--- config.mk ---
export PLATFORM = sky130hd
export DESIGN_NAME = ipif_regs_v2_flat
export DESIGN_NICKNAME = d
export VERILOG_FILES = /design/src/rtl/nf10_regs_pkg.sv /design/src/rtl/ipif_regs_v2_if.sv /design/src/rtl/ipif_regs_decode.sv /design/src/rtl/ipif_regs_v2.sv /design/src/flat_wrapper.sv
export SDC_FILE = /design/constraint.sdc
export NUM_CORES = 1
export LEC_CHECK = 0
export BUFFER_PORTS_ARGS = -buffer_cell sky130_fd_sc_hd__buf_4
export CORE_MARGIN = 5
export CORE_UTILIZATION = 25
export DETAILED_ROUTE_END_ITERATION = 8
export SLEW_MARGIN = 10
export SYNTH_ARGS = -nofsm -noshare
export SYNTH_HDL_FRONTEND = slang
export SYNTH_SLANG_ARGS = --single-unit
--- constraint.sdc ---
create_clock -name Bus2IP_Clk -period 2.1 [get_ports Bus2IP_Clk]
set_clock_uncertainty 0.1 [all_clocks]
set_input_delay 0 -clock Bus2IP_Clk [delete_from_list [all_inputs] [get_ports Bus2IP_Clk]]
set_output_delay 0 -clock Bus2IP_Clk [all_outputs]
set_load 0.02 [all_outputs]
--- src/rtl/nf10_regs_pkg.sv ---
// nf10_regs_pkg: shared access-type and FSM encodings plus elaboration-time helpers
// for the IPIF register bank.
package nf10_regs_pkg;
    function automatic int log2(input int n);
        int r;
        r = 0;
        while ((1 << r) < n) r++;
        return r;
    endfunction
    typedef enum logic [1:0] {ACC_WO, ACC_RW, ACC_RO, ACC_NONE} acc_t;
    typedef enum logic [1:0] {ST_IDLE, ST_ACK, ST_HOLD} state_t;
endpackage

--- src/rtl/ipif_regs_v2_if.sv ---
// ipif_regs_v2_if: IPIF slave bus between the AXI-Lite IPIF (master) and a register bank (slave).
interface ipif_regs_v2_if #(
    parameter int C_S_AXI_DATA_WIDTH = 32,
    parameter int C_S_AXI_ADDR_WIDTH = 32
);
    logic [C_S_AXI_ADDR_WIDTH-1:0]   Bus2IP_Addr;
    logic                            Bus2IP_CS;
    logic                            Bus2IP_RNW;
    logic [C_S_AXI_DATA_WIDTH-1:0]   Bus2IP_Data;
    logic [C_S_AXI_DATA_WIDTH/8-1:0] Bus2IP_BE;
    logic [C_S_AXI_DATA_WIDTH-1:0]   IP2Bus_Data;
    logic                            IP2Bus_RdAck;
    logic                            IP2Bus_WrAck;
    logic                            IP2Bus_Error;
    modport master (
        output Bus2IP_Addr, Bus2IP_CS, Bus2IP_RNW, Bus2IP_Data, Bus2IP_BE,
        input  IP2Bus_Data, IP2Bus_RdAck, IP2Bus_WrAck, IP2Bus_Error
    );
    modport slave (
        input  Bus2IP_Addr, Bus2IP_CS, Bus2IP_RNW, Bus2IP_Data, Bus2IP_BE,
        output IP2Bus_Data, IP2Bus_RdAck, IP2Bus_WrAck, IP2Bus_Error
    );
endinterface

--- src/rtl/ipif_regs_decode.sv ---
// ipif_regs_decode: maps a byte address to region, region-local index and access error.
module ipif_regs_decode
    import nf10_regs_pkg::*;
#(
    parameter int AW     = 32,
    parameter int DW     = 32,
    parameter int NUM_WO = 2,
    parameter int NUM_RW = 2,
    parameter int NUM_RO = 4,
    parameter int IW     = log2(NUM_WO + NUM_RW + NUM_RO)
) (
    input  logic [AW-1:0] addr,
    input  logic          rnw,
    output acc_t          acc,
    output logic [IW-1:0] idx,
    output logic          err
);
    localparam int NT   = NUM_WO + NUM_RW + NUM_RO;
    localparam int RO_B = NUM_WO + NUM_RW;
    localparam int LSB  = log2(DW / 8);
    localparam int MSB  = LSB + IW;
    localparam logic [IW:0]   NT_W    = NT[IW:0];
    localparam logic [IW-1:0] RW_BASE = NUM_WO[IW-1:0];
    localparam logic [IW-1:0] RO_BASE = RO_B[IW-1:0];
    logic [IW-1:0] word;
    logic          oor;
    assign word = addr[MSB-1:LSB];
    // indices past the last register are out of range even when no high address bit is set
    assign oor = (addr >> MSB) != '0 || {1'b0, word} >= NT_W;
    always_comb begin
        acc = oor ? ACC_NONE : word < RW_BASE ? ACC_WO : word < RO_BASE ? ACC_RW : ACC_RO;
        idx = acc == ACC_RW ? word - RW_BASE : acc == ACC_RO ? word - RO_BASE : word;
        err = rnw ? (acc == ACC_WO || acc == ACC_NONE) : (acc == ACC_RO || acc == ACC_NONE);
    end
endmodule

--- src/rtl/ipif_regs_v2.sv ---
// ipif_regs_v2: IPIF software register bank with WO/RW/RO regions, byte enables,
// write strobes, clear-on-read pulses and a one-ack-per-access handshake.
module ipif_regs_v2
    import nf10_regs_pkg::*;
#(
    parameter int C_S_AXI_DATA_WIDTH = 32,
    parameter int C_S_AXI_ADDR_WIDTH = 32,
    parameter int NUM_WO_REGS = 2,
    parameter int NUM_RW_REGS = 2,
    parameter int NUM_RO_REGS = 4,
    parameter logic [NUM_RO_REGS-1:0] RO_COR_MASK = '0,
    parameter logic [NUM_RW_REGS*C_S_AXI_DATA_WIDTH-1:0] RW_RESET_VAL = '0
) (
    input  logic                                      Bus2IP_Clk,
    input  logic                                      Bus2IP_Reset,
    ipif_regs_v2_if.slave                             bus,
    output logic [NUM_WO_REGS*C_S_AXI_DATA_WIDTH-1:0] wo_regs,
    output logic [NUM_WO_REGS-1:0]                    wo_wr_stb,
    output logic [NUM_RW_REGS*C_S_AXI_DATA_WIDTH-1:0] rw_regs,
    output logic [NUM_RW_REGS-1:0]                    rw_wr_stb,
    input  logic [NUM_RO_REGS*C_S_AXI_DATA_WIDTH-1:0] ro_regs,
    output logic [NUM_RO_REGS-1:0]                    ro_rd_clr
);
    localparam int DW = C_S_AXI_DATA_WIDTH;
    localparam int IW = log2(NUM_WO_REGS + NUM_RW_REGS + NUM_RO_REGS);
    state_t                 state, state_nx;
    acc_t                   acc;
    logic [IW-1:0]          idx;
    logic                   err, access, wr, ack, rnw_q, err_q;
    logic [NUM_WO_REGS-1:0] wo_hit, wo_stb_q;
    logic [NUM_RW_REGS-1:0] rw_hit, rw_stb_q;
    logic [NUM_RO_REGS-1:0] ro_hit, clr_q;
    logic [DW-1:0]          bmask, rd_val, rd_data_q;

    ipif_regs_decode #(
        .AW(C_S_AXI_ADDR_WIDTH), .DW(DW), .NUM_WO(NUM_WO_REGS),
        .NUM_RW(NUM_RW_REGS), .NUM_RO(NUM_RO_REGS), .IW(IW)
    ) u_decode (
        .addr(bus.Bus2IP_Addr),
        .rnw (bus.Bus2IP_RNW),
        .acc (acc),
        .idx (idx),
        .err (err)
    );

    // the access is performed only on the IDLE cycle, so a CS held high cannot retrigger it
    assign access = state == ST_IDLE && bus.Bus2IP_CS;
    assign wr     = access && !bus.Bus2IP_RNW;

    always_comb begin
        wo_hit = '0;
        rw_hit = '0;
        ro_hit = '0;
        rd_val = '0;
        bmask  = '0;
        for (int i = 0; i < NUM_WO_REGS; i++) wo_hit[i] = acc == ACC_WO && idx == IW'(i);
        for (int i = 0; i < NUM_RW_REGS; i++) begin
            rw_hit[i] = acc == ACC_RW && idx == IW'(i);
            if (rw_hit[i]) rd_val = rw_regs[i*DW +: DW];
        end
        for (int i = 0; i < NUM_RO_REGS; i++) begin
            ro_hit[i] = acc == ACC_RO && idx == IW'(i);
            if (ro_hit[i]) rd_val = ro_regs[i*DW +: DW];
        end
        for (int b = 0; b < DW / 8; b++) bmask[b*8 +: 8] = {8{bus.Bus2IP_BE[b]}};
    end

    always_ff @(posedge Bus2IP_Clk)
        if (Bus2IP_Reset) begin
            wo_regs <= '0;
            rw_regs <= RW_RESET_VAL;
        end else begin
            for (int i = 0; i < NUM_WO_REGS; i++)
                if (wr && wo_hit[i])
                    wo_regs[i*DW +: DW] <= (wo_regs[i*DW +: DW] & ~bmask) | (bus.Bus2IP_Data & bmask);
            for (int i = 0; i < NUM_RW_REGS; i++)
                if (wr && rw_hit[i])
                    rw_regs[i*DW +: DW] <= (rw_regs[i*DW +: DW] & ~bmask) | (bus.Bus2IP_Data & bmask);
        end

    always_ff @(posedge Bus2IP_Clk)
        if (Bus2IP_Reset) begin
            rnw_q     <= 1'b0;
            err_q     <= 1'b0;
            wo_stb_q  <= '0;
            rw_stb_q  <= '0;
            clr_q     <= '0;
            rd_data_q <= '0;
        end else begin
            wo_stb_q <= wr ? wo_hit : '0;
            rw_stb_q <= wr ? rw_hit : '0;
            clr_q    <= access && bus.Bus2IP_RNW ? ro_hit & RO_COR_MASK : '0;
            if (access) begin
                rnw_q <= bus.Bus2IP_RNW;
                err_q <= err;
            end
            if (access && bus.Bus2IP_RNW) rd_data_q <= rd_val;
        end

    always_ff @(posedge Bus2IP_Clk) state <= Bus2IP_Reset ? ST_IDLE : state_nx;

    always_comb
        state_nx = state == ST_IDLE ? (bus.Bus2IP_CS ? ST_ACK : ST_IDLE) :
                   state == ST_ACK  ? ST_HOLD :
                   (bus.Bus2IP_CS ? ST_HOLD : ST_IDLE);

    always_comb begin
        ack              = state == ST_ACK;
        bus.IP2Bus_RdAck = ack && rnw_q;
        bus.IP2Bus_WrAck = ack && !rnw_q;
        bus.IP2Bus_Error = ack && err_q;
        wo_wr_stb        = ack ? wo_stb_q : '0;
        rw_wr_stb        = ack ? rw_stb_q : '0;
        ro_rd_clr        = ack ? clr_q : '0;
    end

    assign bus.IP2Bus_Data = rd_data_q;
endmodule

--- src/flat_wrapper.sv ---
// flat-port wrapper written by rule: the top's interface ports become plain ports
module ipif_regs_v2_flat import nf10_regs_pkg::*;
#(
    parameter int C_S_AXI_DATA_WIDTH = 32,
    parameter int C_S_AXI_ADDR_WIDTH = 32,
    parameter int NUM_WO_REGS = 2,
    parameter int NUM_RW_REGS = 2,
    parameter int NUM_RO_REGS = 4,
    parameter logic [NUM_RO_REGS-1:0] RO_COR_MASK = '0,
    parameter logic [NUM_RW_REGS*C_S_AXI_DATA_WIDTH-1:0] RW_RESET_VAL = '0
)
  (Bus2IP_Clk, Bus2IP_Reset, wo_regs, wo_wr_stb, rw_regs, rw_wr_stb, ro_regs, ro_rd_clr, bus_Bus2IP_Addr, bus_Bus2IP_CS, bus_Bus2IP_RNW, bus_Bus2IP_Data, bus_Bus2IP_BE, bus_IP2Bus_Data, bus_IP2Bus_RdAck, bus_IP2Bus_WrAck, bus_IP2Bus_Error);
  ipif_regs_v2_if #(.C_S_AXI_DATA_WIDTH(C_S_AXI_DATA_WIDTH), .C_S_AXI_ADDR_WIDTH(C_S_AXI_ADDR_WIDTH)) bus_i ();
  input  logic Bus2IP_Clk;
  input  logic Bus2IP_Reset;
  output logic [NUM_WO_REGS*C_S_AXI_DATA_WIDTH-1:0] wo_regs;
  output logic [NUM_WO_REGS-1:0] wo_wr_stb;
  output logic [NUM_RW_REGS*C_S_AXI_DATA_WIDTH-1:0] rw_regs;
  output logic [NUM_RW_REGS-1:0] rw_wr_stb;
  input  logic [NUM_RO_REGS*C_S_AXI_DATA_WIDTH-1:0] ro_regs;
  output logic [NUM_RO_REGS-1:0] ro_rd_clr;
  input wire logic [$bits(bus_i.Bus2IP_Addr)-1:0] bus_Bus2IP_Addr;
  input wire logic [$bits(bus_i.Bus2IP_CS)-1:0] bus_Bus2IP_CS;
  input wire logic [$bits(bus_i.Bus2IP_RNW)-1:0] bus_Bus2IP_RNW;
  input wire logic [$bits(bus_i.Bus2IP_Data)-1:0] bus_Bus2IP_Data;
  input wire logic [$bits(bus_i.Bus2IP_BE)-1:0] bus_Bus2IP_BE;
  output wire logic [$bits(bus_i.IP2Bus_Data)-1:0] bus_IP2Bus_Data;
  output wire logic [$bits(bus_i.IP2Bus_RdAck)-1:0] bus_IP2Bus_RdAck;
  output wire logic [$bits(bus_i.IP2Bus_WrAck)-1:0] bus_IP2Bus_WrAck;
  output wire logic [$bits(bus_i.IP2Bus_Error)-1:0] bus_IP2Bus_Error;
  assign bus_i.Bus2IP_Addr = bus_Bus2IP_Addr;
  assign bus_i.Bus2IP_CS = bus_Bus2IP_CS;
  assign bus_i.Bus2IP_RNW = bus_Bus2IP_RNW;
  assign bus_i.Bus2IP_Data = bus_Bus2IP_Data;
  assign bus_i.Bus2IP_BE = bus_Bus2IP_BE;
  assign bus_IP2Bus_Data = bus_i.IP2Bus_Data;
  assign bus_IP2Bus_RdAck = bus_i.IP2Bus_RdAck;
  assign bus_IP2Bus_WrAck = bus_i.IP2Bus_WrAck;
  assign bus_IP2Bus_Error = bus_i.IP2Bus_Error;
  ipif_regs_v2 #(.C_S_AXI_DATA_WIDTH(C_S_AXI_DATA_WIDTH), .C_S_AXI_ADDR_WIDTH(C_S_AXI_ADDR_WIDTH), .NUM_WO_REGS(NUM_WO_REGS), .NUM_RW_REGS(NUM_RW_REGS), .NUM_RO_REGS(NUM_RO_REGS), .RO_COR_MASK(RO_COR_MASK), .RW_RESET_VAL(RW_RESET_VAL)) u_core (.Bus2IP_Clk(Bus2IP_Clk), .Bus2IP_Reset(Bus2IP_Reset), .bus(bus_i), .wo_regs(wo_regs), .wo_wr_stb(wo_wr_stb), .rw_regs(rw_regs), .rw_wr_stb(rw_wr_stb), .ro_regs(ro_regs), .ro_rd_clr(ro_rd_clr));
endmodule
Yosys cells after proc, flatten, opt, wreduce, memory -nomap -nowiden
Cells that the tools add are included.
Widths: inputs -> output; s select.
{"block": "totals", "word_cells": 77, "register_bits": 168, "out_inout_bits": 171, "in_bits": 200}
{"block": "classes", "magnitude_cmp": 2, "muxes": 18, "n_eq_ne": 7, "n_reduce_logical": 27, "addsub": 2, "n_bitwise": 11}
{"operator": "$mux 32", "n": 6}
{"operator": "$and 32x32->32", "n": 5}
{"operator": "$or 32x32->32", "n": 4}
{"operator": "$not 32->32", "n": 1}
{"operator": "$reduce_bool 32->1", "n": 1}
{"operator": "$logic_and 1x1->1", "n": 18}
{"operator": "$mux 2", "n": 8}
{"operator": "$eq 3x2->1 const B", "n": 2}
{"operator": "$mux 3", "n": 2}
{"operator": "$eq 2x1->1 const B", "n": 2}
{"operator": "$eq 2x2->1 const B", "n": 2}
{"operator": "$logic_not 2->1", "n": 2}
{"operator": "$eq 3x1->1 const B", "n": 1}
{"operator": "$logic_not 3->1", "n": 1}
{"operator": "$lt 3x2->1 const B", "n": 1}
{"operator": "$lt 3x3->1 const B", "n": 1}
{"operator": "$sub 3x2->3 const B", "n": 1}
{"operator": "$sub 3x3->3 const B", "n": 1}
{"operator": "$logic_not 1->1", "n": 2}
{"operator": "$logic_or 1x1->1", "n": 2}
{"operator": "$mux 1", "n": 2}
{"operator": "$reduce_or 2->1", "n": 1}
{"operator": "$not 1->1", "n": 1}

Depth between registers and ports, before layout
Gate-level depths: netlist of run 1.
{"block": "depth", "word_depth": 15, "depth_mapped": 9, "mapped_depth_nobuf": 6}

By module
Synthesis of run 1 repeated with hierarchy kept, for this count alone.
{"block": "hier_totals", "hier_cells": 1063, "hier_area_um2": 8395.6}
{"module": "ipif_regs_v2", "instances": 1, "seq_area_each_um2": 3363.2, "cells_each": 1040, "area_each_um2": 8226.6}
{"module": "ipif_regs_decode", "instances": 1, "seq_area_each_um2": 0.0, "cells_each": 23, "area_each_um2": 168.9}

Worst setup path before layout of run 1
Ideal clock, no wire load.
{"block": "synth_timing", "path_type": "input port to flip-flop", "start": "input port bus_Bus2IP_Addr[4]", "end": "register (tool-made name)", "n_path_buf": 3, "path_slack_ps": 75, "t_arrival_ps": 1801, "setup_time_ps": 124, "t_required_ps": 1876, "stages": 9, "path_cell_list": "buf_2 > inv_1 > ha_1 > and4bb_1 > buf_4 > nand3b_4 > or4_1 > buf_2 > mux2i_1"}
{"item": "start: declaration", "line_no": "flat_wrapper.sv:22", "rtl": "input wire logic [$bits(bus_i.Bus2IP_Addr)-1:0] bus_Bus2IP_Addr;"}

==> results of run 1 <==
==> logic make-up (layout without fill, tap and decap cells) <==
kind of cell,Yosys count,count (layout),share of synthesized area [%]
buffers and inverters,87,548,4.67
adder cells (fa/ha/maj),1,1,0.149
XOR/XNOR,1,1,0.104
multiplexers,192,192,23.8
flip-flops,168,168,40.0
AND/OR/NAND/NOR,289,289,22.5
other,1,4,0.0446
AO/OA/AOI/OAI,99,99,8.77
==> routing by layer <==
layer  share of wire (%)  up-vias  routed length, um
met5                   0        -                  0
met4                0.89        0                317
met3                 5.6       18               1990
met2                  51      255              17900
met1                  43     3988              15200
li1                    -     3973                  -
==> layout by cell type (no fill, tap or decap), types with 8 or more instances in the layout <==
cell	synthesis	final
dfxtp_1	168	168
a21oi_1	34	34
mux2i_1	128	128
buf_12	0	8
nand2b_1	166	165
clkbuf_16	0	17
o2bb2ai_1	32	32
buf_4	13	417
mux2_2	64	64
dlygate4sd3_1	0	90
o221ai_1	32	32
nor4_1	73	72
or4_1	12	12
==> area by class of cell <==
type | instances | area [um2]
Tap cell | 448 | 561
Clock buffer | 20 | 457
Fill cell | 3341 | 19900
Timing Repair Buffer | 515 | 4190
Sequential cell | 168 | 3360
Multi-Input combinational cell | 586 | 4730
Clock inverter | 12 | 133
Inverter | 1 | 3.75
==> how the worst max path moves through the flow <==
stage	slack (ns)	to	startpoint	depth (start not counted)
finish	0.08	flip-flop	u_core.state[1]	5
global route	-0.02	flip-flop	u_core.state[1]	5
CTS	0.01	flip-flop	u_core.state[0]	5
detailed placement	-0.09	flip-flop	u_core.state[0]	5
global placement	-0.08	flip-flop	u_core.state[0]	5
floorplan	0.08	flip-flop	bus_Bus2IP_Addr[4]	9
==> report_power, final <==
part,internal [W],switching [W]
Clock,0.00175,0.00145
Sequential,0.00323,0.0000253
Combinational,0.000646,0.000524
Total,0.00562,0.00200
==> worst reg2reg max path, cell delays in order, from the launching register on <==
cell and delay [ns]:
dfxtp_1 0.34, nor3b_4 0.33, nand3b_4 0.23, or4_1 0.54, buf_4 0.20, mux2i_1 0.14
==> synth_stat cells (3+ instances only) <==
cell | instances | area, um2
nand2b_1 | 166 | 1040
mux2_2 | 64 | 721
clkbuf_1 | 55 | 206
o221ai_1 | 32 | 280
nor2_1 | 5 | 18.8
buf_2 | 14 | 70.1
mux2i_1 | 128 | 1280
nor3_1 | 3 | 15.0
nor4_1 | 73 | 457
or4_1 | 12 | 90.1
buf_4 | 13 | 97.6
and2_1 | 6 | 37.5
a21oi_1 | 34 | 170
dfxtp_1 | 168 | 3360
nor4_4 | 4 | 85.1
nand2_1 | 6 | 22.5
o2bb2ai_1 | 32 | 280
buf_1 | 4 | 15.0
==> metrics by stage <==
stage	total power [W]	setup TNS, ns	hold slack, ns	instance area, um2	std cells
3_3_place_gp	0.00434	-1.93	0.204	11900	1627
3_5_place_dp	0.00435	-2.63	0.218	11900	1627
2_1_floorplan	0.00379	0	0.0490	8430	841
5_1_grt	0.00796	-0.0903	0.0245	13400	1750
4_1_cts	0.00774	0	0.00154	13400	1749
6_report	0.00763	0	0.0277	13400	1750
==> repair_timing <==
| action | 4_1_cts | 5_1_grt |
|---|---|---|
| hold endpoints to repair | 168 | 0 |
| hold buffers | 90 | 0 |
| pin swaps | 0 | 1 |
| buffers inserted | 0 | 1 |
| setup endpoints to repair | 59 | 115 |
| resized for setup | 1 | 2 |
==> results.json, run 1 <==
{
  "gr-max-usage-layer": "met2",
  "drv_cap": 0,
  "slowest_delay_ns": 0.54,
  "clk_pin_slew_ns": 0.07,
  "min_delay_path_depth": 4,
  "ys_warn_count": 0,
  "grt_use_met1_pct": 22.1,
  "setup_slack_ns": 0.0794,
  "critPathMaxFanout": 9,
  "grtUsageTotal_pct": 18.0,
  "wire_per_inst_um": 20.3,
  "irDropWorstVdd_v": 0.000484,
  "drc_errors": 0,
  "power_leakage_nw": 6.15,
  "synthFlopType": "dfxtp_1",
  "dieHeight_um": 193,
  "critPathKind": "reg -> reg",
  "port-buffer-count": 364,
  "cts-root-buf": "clkbuf_16",
  "fin_crit_sh_pct": 96.2,
  "path_buf_inv": 1,
  "synthCells": 838,
  "crit_path_end_kind": "flip-flop",
  "cpLargestDelayFamily": "simple AND/OR/NAND/NOR gates",
  "core_region_area_mm2": 0.0334,
  "status": "complete, no violations",
  "worstSkewPairLatency_ns": 0.41,
  "vias_per_cell": 4.71,
  "drive_above_1_share_pct": 41.1,
  "p_per_area_mw_per_mm2": 567,
  "ff2ff_path_depth": 5,
  "pre_cts_ws_ns": -0.0911,
  "layout.nets": 1490,
  "hold_viol": 0,
  "totalWireLength_mm": 35.5,
  "required_ns": 2.28,
  "htree_num_levels": 4,
  "die-area_mm2": 0.0374,
  "fmax_ghz": 0.495,
  "grt_first_pass_wirelength_mm": 53.7,
  "avgSynthCellArea_um2": 10.0,
  "grt_antenna_before_repair": 0,
  "r2r_start": "u_core.state[1]",
  "grt_util_met2_pct": 32.2,
  "async_flop_share_pct": 0,
  "rows": 67,
  "crit_chain": "nor3b_4, nand3b_4, or4_1, buf_4, mux2i_1",
  "min-delay-start": "ro_regs[69]",
  "gp_congestion": 0.803,
  "die-width_um": 193,
  "min_to": "u_core.bus.IP2Bus_Data[5]",
  "cts_tree": "done",
  "initial_core_util_pct": 25.2,
  "crit_path_start_kind": "flip-flop",
  "r2r_slack_ns": 0.08,
  "worstMarginPinSlew_ns": 0.509,
  "drt_iter0_drc": 314,
  "fin_crit_ns": 2.02,
  "relSlewSlack_pct": 66.1,
  "global_route.usage.met3_pct": 4.57,
  "ioPinCount": 371,
  "syn_area_mm2": 0.00842,
  "antennaDiodeCount": 0,
  "yosys_register_bits": 168,
  "holdCritPathClass": "in -> reg",
  "final_core_util_pct": 40.3,
  "dp_hpwl_mm": 25.6,
  "syn2layout_area_growth_pct": 59.7,
  "synth_cell_types": 34,
  "global_route.overflow_total": 0,
  "grt_max_degree": 58,
  "clk_path_buf_depth": 2,
  "grt_setup_unrepaired": "true",
  "cp.arrival_ns": 2.21,
  "seq_area_frac_synth_pct": 40.0,
  "drtAntennaViolNets": 0,
  "grt_pass1_vias": 8740,
  "dr.pass1.iters": 4,
  "maxSlewViolCount": 0,
  "clock-sinks": 168,
  "synth_edf_count": 0,
  "vias": 8234,
  "numCtsBuffers": 17,
  "finalSetupViolCount": 0,
  "critPathSlowestCell": "or4_1"
}
No activity file was read; power rests on OpenSTA's default activity.
==> inputs of run 2 (changes only) <==
- CORE_ASPECT_RATIO: default -> 1.5
- clock period: 2.1 -> 1.9 ns (I/O delays scaled with it)
==> results.json, run 2 (same netlist as run 1, synthesis figures left out) <==
{
  "dieHeight_um": 235,
  "die-width_um": 160,
  "clk_path_buf_depth": 2,
  "clock_power_share_pct": 42.8,
  "swShare_pct": 25.5,
  "totalWireLength_mm": 36.3,
  "required_ns": 2.12,
  "r2r_slack_ns": 0.009,
  "clock-sinks": 168,
  "critPathSlowestCell": "or4_4",
  "path_buf_inv": 1,
  "drive_above_1_share_pct": 42.3,
  "finalSetupViolCount": 0,
  "dp_hpwl_mm": 26.9,
  "power_frac_comb_pct": 15.4,
  "p_seq_share_pct": 41.9,
  "grt_setup_unrepaired": "true",
  "worst-path-stages": 5,
  "status": "complete, no violations",
  "wire_per_inst_um": 21.0,
  "crit_chain": "nor3b_4, nand3b_4, buf_12, or4_4, mux2i_1",
  "p_per_area_mw_per_mm2": 633,
  "port-buffer-count": 364,
  "irDropWorstVdd_v": 0.000524,
  "grtUsageTotal_pct": 18.6,
  "fin_crit_sh_pct": 99.5,
  "final_cell_mix": "buf_4 (403), dfxtp_1 (167), nand2b_1 (166), mux2i_1 (128), dlygate4sd3_1 (92)",
  "drc_errors": 0,
  "vias_per_cell": 4.84,
  "initial_core_util_pct": 25.2,
  "critPathKind": "reg -> reg",
  "global_route.usage.met3_pct": 4.44,
  "critPathMaxFanout": 8,
  "final_common_cell": "buf_4",
  "drv_cap": 0,
  "slowest_delay_ns": 0.60,
  "gr-max-usage-layer": "met2",
  "total_power_w": 0.00860,
  "multiInputGateArea_mm2": 0.00481,
  "fin_crit_ns": 1.89,
  "grt_antenna_before_repair": 4,
  "rows": 82,
  "pre_cts_ws_ns": -0.167,
  "worstSkewPairLatency_ns": 0.44,
  "gp_congestion": 0.791,
  "holdCritPathClass": "in -> reg",
  "nFillCells": 3238,
  "grt_first_pass_wirelength_mm": 53.9,
  "min-delay-start": "ro_regs[72]",
  "grt_util_met2_pct": 33.3,
  "crit_path_start_kind": "flip-flop",
  "internal_power_w": 0.00640,
  "crit_path_end_kind": "flip-flop",
  "cp.arrival_ns": 2.11,
  "core_region_area_mm2": 0.0333,
  "power_leakage_nw": 6.20,
  "p_switching_w": 0.00220,
  "vias": 8350,
  "global_route.overflow_total": 0,
  "cpLargestDelayFamily": "simple AND/OR/NAND/NOR gates",
  "htree_num_levels": 4,
  "cp-startpoint": "u_core.state[0]",
  "layout.nets": 1488,
  "ioPinCount": 371,
  "grt_max_degree": 75,
  "fmax_ghz": 0.529,
  "numCtsBuffers": 17,
  "cts_tree": "done",
  "maxSlewViolCount": 0,
  "cts-root-buf": "clkbuf_16",
  "clk_pin_slew_ns": 0.07,
  "grt_use_met1_pct": 20.4,
  "hold_viol": 0,
  "r2r_start": "u_core.state[0]",
  "ff2ff_path_depth": 5,
  "drtAntennaViolNets": 0,
  "die-area_mm2": 0.0375,
  "grt_pass1_vias": 8840,
  "syn2layout_area_growth_pct": 61.3,
  "drt_iter0_drc": 391,
  "seqCellArea_mm2": 0.00336,
  "dr.pass1.iters": 4,
  "setup_slack_ns": 0.00918
}
[run 2: cell types whose count changed in the layout (fill, tap and decap cells not counted), sizes merged]
cell and change:
buf -4, diode +4, inv -4, clkinvlp +2
dlygate4sd3 +2, bufinv +1, clkbuf +1
[run 2: worst min path at each step]
stage,cells after the start,end
floorplan,2,u_core.state[1]
global placement,3,u_core.state[1]
detailed placement,3,u_core.state[1]
CTS,5,u_core.wo_stb_q[1]
global route,5,u_core.wo_stb_q[0]
finish,4,u_core.bus.IP2Bus_Data[8]
[run 2: final cells by class]
| type | count | share of cell area, % |
|---|---|---|
| Clock inverter | 11 | 1.00 |
| Clock buffer | 21 | 3.54 |
| Tap cell | 420 | 3.87 |
| Antenna cell | 4 | 0.0737 |
| Multi-Input combinational cell | 586 | 35.4 |
| Sequential cell | 168 | 24.8 |
| Timing Repair Buffer | 513 | 31.3 |
| Inverter | 1 | 0.0276 |
[run 2: through the flow]
| step | utilization [%] | cells | instance area [um2] | TNS (ns) | hold slack (ns) |
|---|---|---|---|---|---|
| global route | 40.7 | 1724 | 13600 | -1.81 | 0.0207 |
| CTS | 40.5 | 1721 | 13500 | -0.306 | 0.00339 |
| global placement | 35.7 | 1594 | 11900 | -7.98 | 0.198 |
| floorplan | - | 841 | 8490 | 0 | 0.0490 |
| finish | 40.7 | 1724 | 13600 | 0 | 0.0286 |
| detailed placement | 35.7 | 1594 | 11900 | -7.24 | 0.204 |
[run 2: per-layer routing]
metal | wire, um | part of all wire [%]
met5 | 0 | 0
met4 | 1640 | 4.5
met3 | 2030 | 5.6
met2 | 18700 | 52
met1 | 13900 | 38
[run 2: worst min-delay path, stage by stage]
cell and delay, ns:
buf_4 0.11, o221ai_1 0.24, o2bb2ai_1 0.13, nor4_1 0.05
[run 2: what timing repair did]
item | 4_1_cts | 5_1_grt
endpoints found under the setup margin | 48 | 149
pin swaps | 2 | 5
hold endpoints to repair | 164 | 0
hold buffers | 92 | 0
setup buffers | 3 | 3
resized for setup | 9 | 18
gates cloned | 0 | 0
[run 2: power by group through the flow]
stage          Clock, W  Combinational [W]  Sequential (W)
2_1_floorplan         0           0.000466         0.00373
3_3_place_gp          0            0.00114         0.00368
3_5_place_dp          0            0.00114         0.00368
4_1_cts         0.00378            0.00131         0.00360
5_1_grt         0.00392            0.00141         0.00360
6_report        0.00368            0.00132         0.00360
